==> src/rtl/reg_bank_arbiter.sv <==
// Round-robin arbiter and sequencer for the shared 4x4-bit register bank.
// Ports: clk, rst; per requester req/we/addr/wdata in, gnt/ack out; rdata, busy.
module reg_bank_arbiter #(
  parameter  int WIDTH = 4,
  parameter  int DEPTH = 4,
  localparam int AW    = $clog2(DEPTH)
) (
  input  logic             clk,
  input  logic             rst,
  input  logic             req0,
  input  logic             we0,
  input  logic [AW-1:0]    addr0,
  input  logic [WIDTH-1:0] wdata0,
  output logic             gnt0,
  output logic             ack0,
  input  logic             req1,
  input  logic             we1,
  input  logic [AW-1:0]    addr1,
  input  logic [WIDTH-1:0] wdata1,
  output logic             gnt1,
  output logic             ack1,
  output logic [WIDTH-1:0] rdata,
  output logic             busy
);

  typedef enum logic [1:0] {
    IDLE,
    GRANT,
    ACK
  } state_t;

  state_t state;
  state_t state_nx;

  logic             prio;
  logic             sel;
  logic             s_we;
  logic [AW-1:0]    s_addr;
  logic [WIDTH-1:0] s_wdata;
  logic [WIDTH-1:0] mem [DEPTH];

  logic take;
  logic win;

  always_comb begin
    state_nx = state;
    take     = 1'b0;
    win      = 1'b0;
    unique case (state)
      IDLE: begin
        if (req0 || req1) begin
          take     = 1'b1;
          // tie goes to the requester named by prio
          win      = (req0 && req1) ? prio : req1;
          state_nx = GRANT;
        end
      end
      GRANT:   state_nx = ACK;
      ACK:     state_nx = IDLE;
      default: state_nx = IDLE;
    endcase
  end

  always_ff @(posedge clk) begin
    if (rst) begin
      state   <= IDLE;
      prio    <= 1'b0;
      sel     <= 1'b0;
      s_we    <= 1'b0;
      s_addr  <= '0;
      s_wdata <= '0;
    end else begin
      state <= state_nx;
      if (take) begin
        sel     <= win;
        s_we    <= win ? we1    : we0;
        s_addr  <= win ? addr1  : addr0;
        s_wdata <= win ? wdata1 : wdata0;
      end
      if (state == ACK) begin
        prio <= ~sel;
      end
    end
  end

  always_ff @(posedge clk) begin
    if (rst) begin
      for (int i = 0; i < DEPTH; i++) begin
        mem[i] <= '0;
      end
      rdata <= '0;
    end else if (state == GRANT) begin
      if (s_we) begin
        mem[s_addr] <= s_wdata;
      end else begin
        rdata <= mem[s_addr];
      end
    end
  end

  assign busy = (state != IDLE);
  assign gnt0 = busy && !sel;
  assign gnt1 = busy && sel;
  assign ack0 = (state == ACK) && !sel;
  assign ack1 = (state == ACK) && sel;

endmodule
==> config.mk <==
export PLATFORM = sky130hd
export DESIGN_NAME = reg_bank_arbiter
export DESIGN_NICKNAME = d
export VERILOG_FILES = /design/src/rtl/reg_bank_arbiter.sv
export SDC_FILE = /design/constraint.sdc
export NUM_CORES = 1
export LEC_CHECK = 0
export CAP_MARGIN = 30
export CORE_MARGIN = 1.5
export CORE_UTILIZATION = 55
export CTS_CLUSTER_DIAMETER = 120
export DETAILED_ROUTE_END_ITERATION = 6
export GPL_TIMING_DRIVEN = 0
export PLACE_DENSITY = 0.9
export SLEW_MARGIN = 15
export SYNTH_ARGS = -nofsm -noshare
export SYNTH_HDL_FRONTEND = slang
export SYNTH_SLANG_ARGS = --single-unit
export TNS_END_PERCENT = 30
==> constraint.sdc <==
create_clock -name clk -period 3.5 [get_ports clk]
set_input_delay 0.7 -clock clk [delete_from_list [all_inputs] [get_ports clk]]
set_output_delay 0.7 -clock clk [all_outputs]
set_load 0.02 [all_outputs]
* After elaboration in Yosys (flattened, before gate mapping)
Memory sizes are Yosys's and may differ from the RTL's. A register that Yosys moved wholly into a read port is not among the register bits. Index checks and enable logic that the tools add are counted.
Storage, ports and cells: bits of input ports 18, ROM bits 0, output and inout port bits 9, RAM bits 16, register bits after elaboration 11, bits in latches 0, memories kept 1, word-level logic and storage cells 42
Memories:
- mem | depth 4, bits a word 4, rd ports 1, clocked after memory_dff 1, wr ports 4, line 40 | logic [WIDTH-1:0] mem [DEPTH];
Cells by class: shift-type cells 0, $add $sub $neg 0, multipliers 0, order comparisons 0, bitwise operators 2, multiplexer cells 19, equality and inequality tests 3, div/mod/pow operators 0, reductions and logical operators 11
Operator list (count):
- $mux 1 | 13
- $mux 4 | 2
- $mux 2 | 3
- $logic_and 1x1->1 | 5
- $pmux 2 s2 | 1
- $reduce_or 4->1 | 1
- $eq 2x1->1 const B | 1
- $eq 2x2->1 const B | 1
- $logic_not 2->1 | 1
- $ne 2x2->1 const B | 1
- $not 1->1 | 2
- $reduce_and 2->1 | 1
- $reduce_bool 2->1 | 1
- $logic_not 1->1 | 1
- $logic_or 1x1->1 | 1

* Logic depth before layout (Yosys ltp)
Gate-level depths: netlist of the first run.
depth after elaboration 6, gate-level depth with buffers 6, mapped depth without buffers 4

* Worst setup path before layout of the first run
OpenSTA, ideal clock, no wires.
path kind flip-flop to output port, start register state[1], end output port ack0, data required time 2.800 ns, setup slack 1.746 ns, data arrival time 1.054 ns, stages on the path, launching flop included 2, buffers on the path 0, cells stage by stage dfxtp_1 > nor3b_1
On the way: word-level cells in the longest chain between the ends 2
Ends and longest elaborated chain:
- from (decl) | line 32 | state_t state;
- from (signal assigned) | line 73 | state <= state_nx;
- $eq 2x2->1 | line 104 | assign ack0 = (state == ACK) && !sel;
- $logic_and 1x1->1 | line 104
- to (decl) | line 15 | output logic ack0,
Every way passes these cells.

* Worst setup path in the final report of the first run
Ends and elaborated chain as after synthesis.

==> run_results.csv, run 1 <==
group,metric,value,unit
power,power_density,405.2,nW/um^2
drt,drt_iter0_markers,19,
worst_setup_path,critPathLaunchType,"flop",
power,swShare,26.94,%
power,p_sw,205.0,uW
global_route,grt_overflow,0,
place,dp_hpwl,2.306,mm
power,p_leak,0.6908,nW
drt,viasPerCell,5.729,
global_route,grt_max_degree,11,
power,power.internal,555.9,uW
sta,setup_viol,0,
worst_setup_path,required,2.80,ns
sta,fin_setup_tns,0,ns
clock_tree,hold_buffers,0,
logic_synthesis,syn_inst,128,
power,vdd_drop_max,0.0003060,V
run,cap_violations,0,
logic_synthesis,netlist-cell-type-count,33,
place,gp_congestion,0.8170,
worst_setup_path,crit_path_end_kind,"output port",
floorplan,rows,18,
clock_tree,clk_path_buf_depth,2,
final_layout,fill_cells,185,
global_route,grtUsageTotal,20.59,%
final_layout,drive_above_1_share,16.67,%
sta,finalCritPeriodShare,70.73,%
logic_synthesis,synth_top_area_cell,"edfxtp_1",
floorplan,die_w,55.75,microns
clock_tree,cts_resized,0,
worst_setup_path,crit_fanout,7,
sta,finalHoldViolations,0,
status,status,"complete, no violations",
drt,vias,1100,
sta,rsz0062_at_grt,"no",
sta,finClkSkew,0.01228,ns
final_layout,final_util,73.80,%
final_layout,layout.nets,179,
logic_synthesis,yosysWarnings,0,
final_layout,multi_input_area,663.1,sq um
worst_setup_path,cp.arrival,1.78,ns
floorplan,die_area,3108,sq um
logic_synthesis,ys_top_cells_by_area,"edfxtp_1 31%, dfxtp_1 20%, a2111oi_2 6.9%",
drt,route.antenna.remaining_nets,0,
final_layout,antenna_cells,0,
logic_synthesis,syn-cell-area,1530,sq um
hold_path,hold_path.class,"flop to flop",
final_layout,seq_area,780.7,sq um
logic_synthesis,yosysSeqAreaShare,51.02,%
drt,drtPass1Iterations,4,
power,power_frac_seq,55.3,%
logic_synthesis,synth_edf_count,16,
clock_tree,cts.sinks,31,
clock_tree,cts_setup_buffers,0,
clock_tree,clk_pin_slew,0.09,ns
logic_synthesis,synthFlopType,"edfxtp_1",
drt,routed_wl,2.974,mm
sta,period_needed,2.475,ns
sta,relSlewSlack,62.47,%
sta,fmax,404.0,MHz
logic_synthesis,synthesis.nets,146,
drt,wl_per_cell,15.49,microns
clock_tree,cts_tree,"yes",
logic_synthesis,ys_top_cells_by_count,"16 x and2_1, 16 x edfxtp_1, 15 x dfxtp_1, 10 x nor2_1",
clock_tree,cts_root_buffer,"clkbuf_4",
final_layout,synthToLayoutAreaGrowth,22.73,%
global_route,grt_pass1_vias,1095,
logic_synthesis,ys_seq_elements,31,
floorplan,coreArea,2545,sq um
clock_tree,insertion_delay,0.31,ns
floorplan,initial_core_util,60.13,%
place,port-buffer-count,26,
global_route,antenna_found_initial,0,
global_route,grt_pass1_wl,4.899,mm
logic_synthesis,async_flop_share,0,%
floorplan,dieHeight,55.75,microns
logic_synthesis,syn_area_per_cell,11.95,sq um
logic_synthesis,synth_top_area_share,31.40,%
drt,drcViolationCount,0,
floorplan,ios,27,
power,pwr-share-comb,20.3,%
clock_tree,h-tree-depth,2,
power,power.share.clock,24.4,%
clock_tree,cts_buffers,5,
sta,slew_viol_final,0,
worst_setup_path,crit_type,"flop to output port",
sta,worst_pin_slew,0.5616,ns
## worst max-delay path: stages, from the launching register on
cell             delay, ns
dfxtp_1               0.50
nor3b_1               0.30
clkdlybuf4s50_1       0.66
## path summary, 6_finish.rpt
kind / from / end / slack, ns / cells past startpoint
worst min register to register: rdata[0] / rdata[0] / 0.51 / 2
worst max register to register: s_addr[1] / mem[2][3] / 1.92 / 3
worst max-delay path: state[1] / ack0 / 1.02 / 2
worst min-delay path: rdata[0] / rdata[0] / 0.51 / 2
## metal layers
| metal | share of wire (%) | vias up | GRT usage (%) |
|---|---|---|---|
| met5 | 0 | - | 0 |
| met1 | 41 | 524 | 23.23 |
| met4 | 0.50 | 0 | 8.711 |
| met3 | 3.8 | 2 | 4.186 |
| met2 | 54 | 31 | 37.41 |
| li1 | - | 543 | - |
## cell usage in the layout (no fill, tap or decap), types with 2 or more instances in the layout
master | netlist | final
clkdlybuf4s50_1 | 0 | 26
and2_1 | 16 | 16
edfxtp_1 | 16 | 16
dfxtp_1 | 15 | 15
nor2_1 | 10 | 10
inv_1 | 9 | 9
a21oi_1 | 9 | 9
a2111oi_1 | 7 | 7
a2111oi_2 | 7 | 7
clkbuf_1 | 4 | 5
clkbuf_4 | 0 | 5
mux4_2 | 4 | 4
mux2i_1 | 4 | 4
buf_2 | 3 | 3
or2_1 | 2 | 2
nor2b_1 | 2 | 2
nor3b_1 | 2 | 2
## power by group through the flow
stage / clock network [mW] / logic (mW) / registers [mW]
floorplan: 0 / 0.0997 / 0.426
global placement: 0 / 0.148 / 0.427
detailed placement: 0 / 0.154 / 0.429
CTS: 0.190 / 0.155 / 0.421
global route: 0.208 / 0.167 / 0.424
finish: 0.186 / 0.154 / 0.421
## state kept, by name (all words and copies together) (netlist names)
| signal | count |
|---|---|
| mem | 16 |
| sel | 1 |
| s_wdata | 4 |
| state | 2 |
| rdata | 4 |
| s_we | 1 |
| prio | 1 |
| s_addr | 2 |
## final cells by class
type	instances	area share, %
buffer	9	2.598
multi-input combinational	78	35.31
inverter	10	1.999
sequential	31	41.57
clock inverter	2	0.4664
timing repair buffer	26	13.86
clock buffer	6	2.199
tap	30	1.999
## cells by family (layout without fill, tap and decap cells)
| family | after synthesis | after routing | synth area share (%) |
|---|---|---|---|
| AO/OA/AOI/OAI | 26 | 26 | 15.86 |
| AND/OR/NAND/NOR | 44 | 44 | 18.97 |
| multiplexers | 8 | 8 | 8.504 |
| flip-flops | 31 | 31 | 51.02 |
| buffers and inverters | 19 | 53 | 5.641 |
## per-stage QoR
step	hold slack (ns)	instances	total power [mW]	setup WS [ns]	instance area (sq um)
6_report	0.5134	192	0.7609	1.025	1878
3_5_place_dp	0.4949	184	0.5832	0.9623	1828
5_1_grt	0.5399	192	0.7989	0.9550	1878
2_1_floorplan	0.4802	128	0.5257	1.746	1530
3_3_place_gp	0.4757	184	0.5751	1.009	1828
4_1_cts	0.5191	192	0.7658	1.031	1878
Power figures use the tool's default switching activity.
==> run 2: changes to the inputs <==
Settings changed: CORE_UTILIZATION 55 to 51, PLACE_DENSITY 0.9 to 0.85.
Clock period 3.5 ns to 2.48 ns, I/O delays scaled along.
==> run 2 against run 1 <==
Net effect:
- the flow now finishes with violations (DRC)
- clock power is 110% higher
- sequential share of layout area fell by 0.60 points
- first-iteration DRC count grew 74%
- clock skew down 0.0082 ns
- final cell count is 0.52% higher
- critical path depth up 2
- critical endpoint is now gnt1
- largest power group unchanged
==> run_results.csv, run 2 (synthesis gave the netlist of run 1 again) <==
group,metric,value,unit
global_route,grt_max_degree,11,
global_route,antenna_found_initial,0,
place,gp_congestion,0.7563,
worst_setup_path,critPathLaunchType,"flop",
worst_setup_path,path_buf_inv,2,
floorplan,rows,19,
drt,routed_wl,2.913,mm
global_route,grt_pass1_vias,1034,
final_layout,final_util,67.93,%
status,status,"complete, but fails checks",
floorplan,die_area,3338,sq um
global_route,grt_pass1_wl,4.761,mm
floorplan,ios,27,
status,violations,"DRC",
final_layout,finalInstanceArea,1906,sq um
power,p_leak,0.7038,nW
drt,drt_iter0_markers,33,
clock_tree,clk_pin_slew,0.09,ns
sta,fin_setup_tns,0,ns
floorplan,die_w,57.78,microns
drt,wl_met3,145,microns
worst_setup_path,crit_type,"flop to output port",
worst_setup_path,cp.arrival,1.80,ns
place,dp_cells,185,
worst_setup_path,slowest_delay,0.62,ns
global_route,grtUsageTotal,19.81,%
drt,wl_per_cell,15.09,microns
final_layout,antenna_cells,0,
clock_tree,clk_path_buf_depth,2,
sta,relSlewSlack,66.09,%
final_layout,synthToLayoutAreaGrowth,24.53,%
worst_setup_path,path_cells,"nor2_4 -> buf_2 -> nor2_1 -> clkdlybuf4s50_1",
sta,rsz0062_at_grt,"no",
worst_setup_path,cpLargestDelayFamily,"buffers and inverters",
final_layout,top_register,"mem",
drt,vias,1093,
clock_tree,cts_tree,"yes",
clock_tree,cts_setup_buffers,0,
clock_tree,cts_resized,0,
floorplan,dieHeight,57.78,microns
final_layout,largest_reg_flops,16,
sta,period_needed,2.292,ns
floorplan,coreArea,2805,sq um
place,dp_hpwl,2.290,mm
final_layout,fin_cells,193,
sta,setup_viol,0,
drt,wl_met1,1.151,mm
drt,route.antenna.remaining_nets,0,
clock_tree,cts_buffers,5,
hold_path,hold_path.class,"flop to flop",
sta,slew_viol_final,0,
worst_setup_path,crit_path_end_kind,"output port",
clock_tree,insertion_delay,0.34,ns
sta,finalCritPeriodShare,92.43,%
clock_tree,hold_buffers,0,
worst_setup_path,critPathSlowestCell,"clkdlybuf4s50_1",
final_layout,drive_above_1_share,17.28,%
sta,finClkSkew,0.004048,ns
global_route,grt_overflow,0,
final_layout,reg_top3,"mem: 16 flops, rdata: 4 flops, s_wdata: 4 flops",
clock_tree,h-tree-depth,2,
drt,drtPass1Iterations,6,
place,port-buffer-count,26,
final_layout,layout_commonest_cell,"clkdlybuf4s50_1",
place,dpl_cell_area,1829,sq um
clock_tree,cts.sinks,31,
drt,routed.top_layer,"met4",
sta,finalHoldViolations,0,
worst_setup_path,crit_fanout,10,
floorplan,initial_core_util,54.55,%
power,vdd_drop_max,0.0003631,V
sta,worst_pin_slew,0.5074,ns
final_layout,layout_common_cells,"26 x clkdlybuf4s50_1, 16 x and2_1, 16 x edfxtp_1",
drt,viasPerCell,5.663,
clock_tree,cts_root_buffer,"clkbuf_4",
drt,drcViolationCount,1,
sta,fmax,436.3,MHz
power,power_density,625.6,nW/um^2
drt,route.met2.wl,1.584,mm
run,cap_violations,0,
final_layout,layout.nets,179,
worst_setup_path,required,1.98,ns
run 2: cell type report:
type / count / area [sq um]
Tap cell: 31 / 38.79
Clock inverter: 3 / 38.79
Clock buffer: 5 / 37.54
Inverter: 10 / 37.54
Fill cell: 213 / 899.6
Multi-Input combinational cell: 78 / 663.1
Buffer: 9 / 48.80
Timing Repair Buffer: 26 / 260.3
Sequential cell: 31 / 780.7
run 2: worst paths after layout:
| check | startpoint | to | slack [ns] | cells after the start |
|---|---|---|---|---|
| worst min register to register | rdata[2] | rdata[2] | 0.50 | 2 |
| worst max-delay path | state[1] | gnt1 | 0.19 | 4 |
| worst max register to register | state[1] | mem[1][0] | 0.96 | 3 |
| worst min-delay path | rdata[2] | rdata[2] | 0.50 | 2 |
run 2: power breakdown:
part	internal, mW	switching [mW]	leakage [nW]
clock	0.207	0.175	0.0426
sequential	0.570	0.0233	0.289
combinational	0.108	0.109	0.372
total	0.885	0.307	0.704
run 2: routing by layer:
metal | vias up | GRT usage (%)
met2 | 35 | 35.71
met1 | 516 | 21.11
met5 | - | 0
met4 | 0 | 10.96
met3 | 3 | 4.688
li1 | 539 | -
run 2: stage by stage:
step | setup WS, ns | hold WS [ns] | power (mW)
floorplan | 0.9298 | 0.4802 | 0.7419
global placement | 0.1967 | 0.4750 | 0.8138
detailed placement | 0.1610 | 0.4895 | 0.8222
CTS | 0.1736 | 0.5122 | 1.198
global route | 0.09210 | 0.5363 | 1.236
finish | 0.1878 | 0.5036 | 1.192
run 2: worst min-delay path, stage by stage, from the launching register on:
cell and delay, ns:
dfxtp_1 0.34, mux2i_1 0.06, nor2_1 0.07
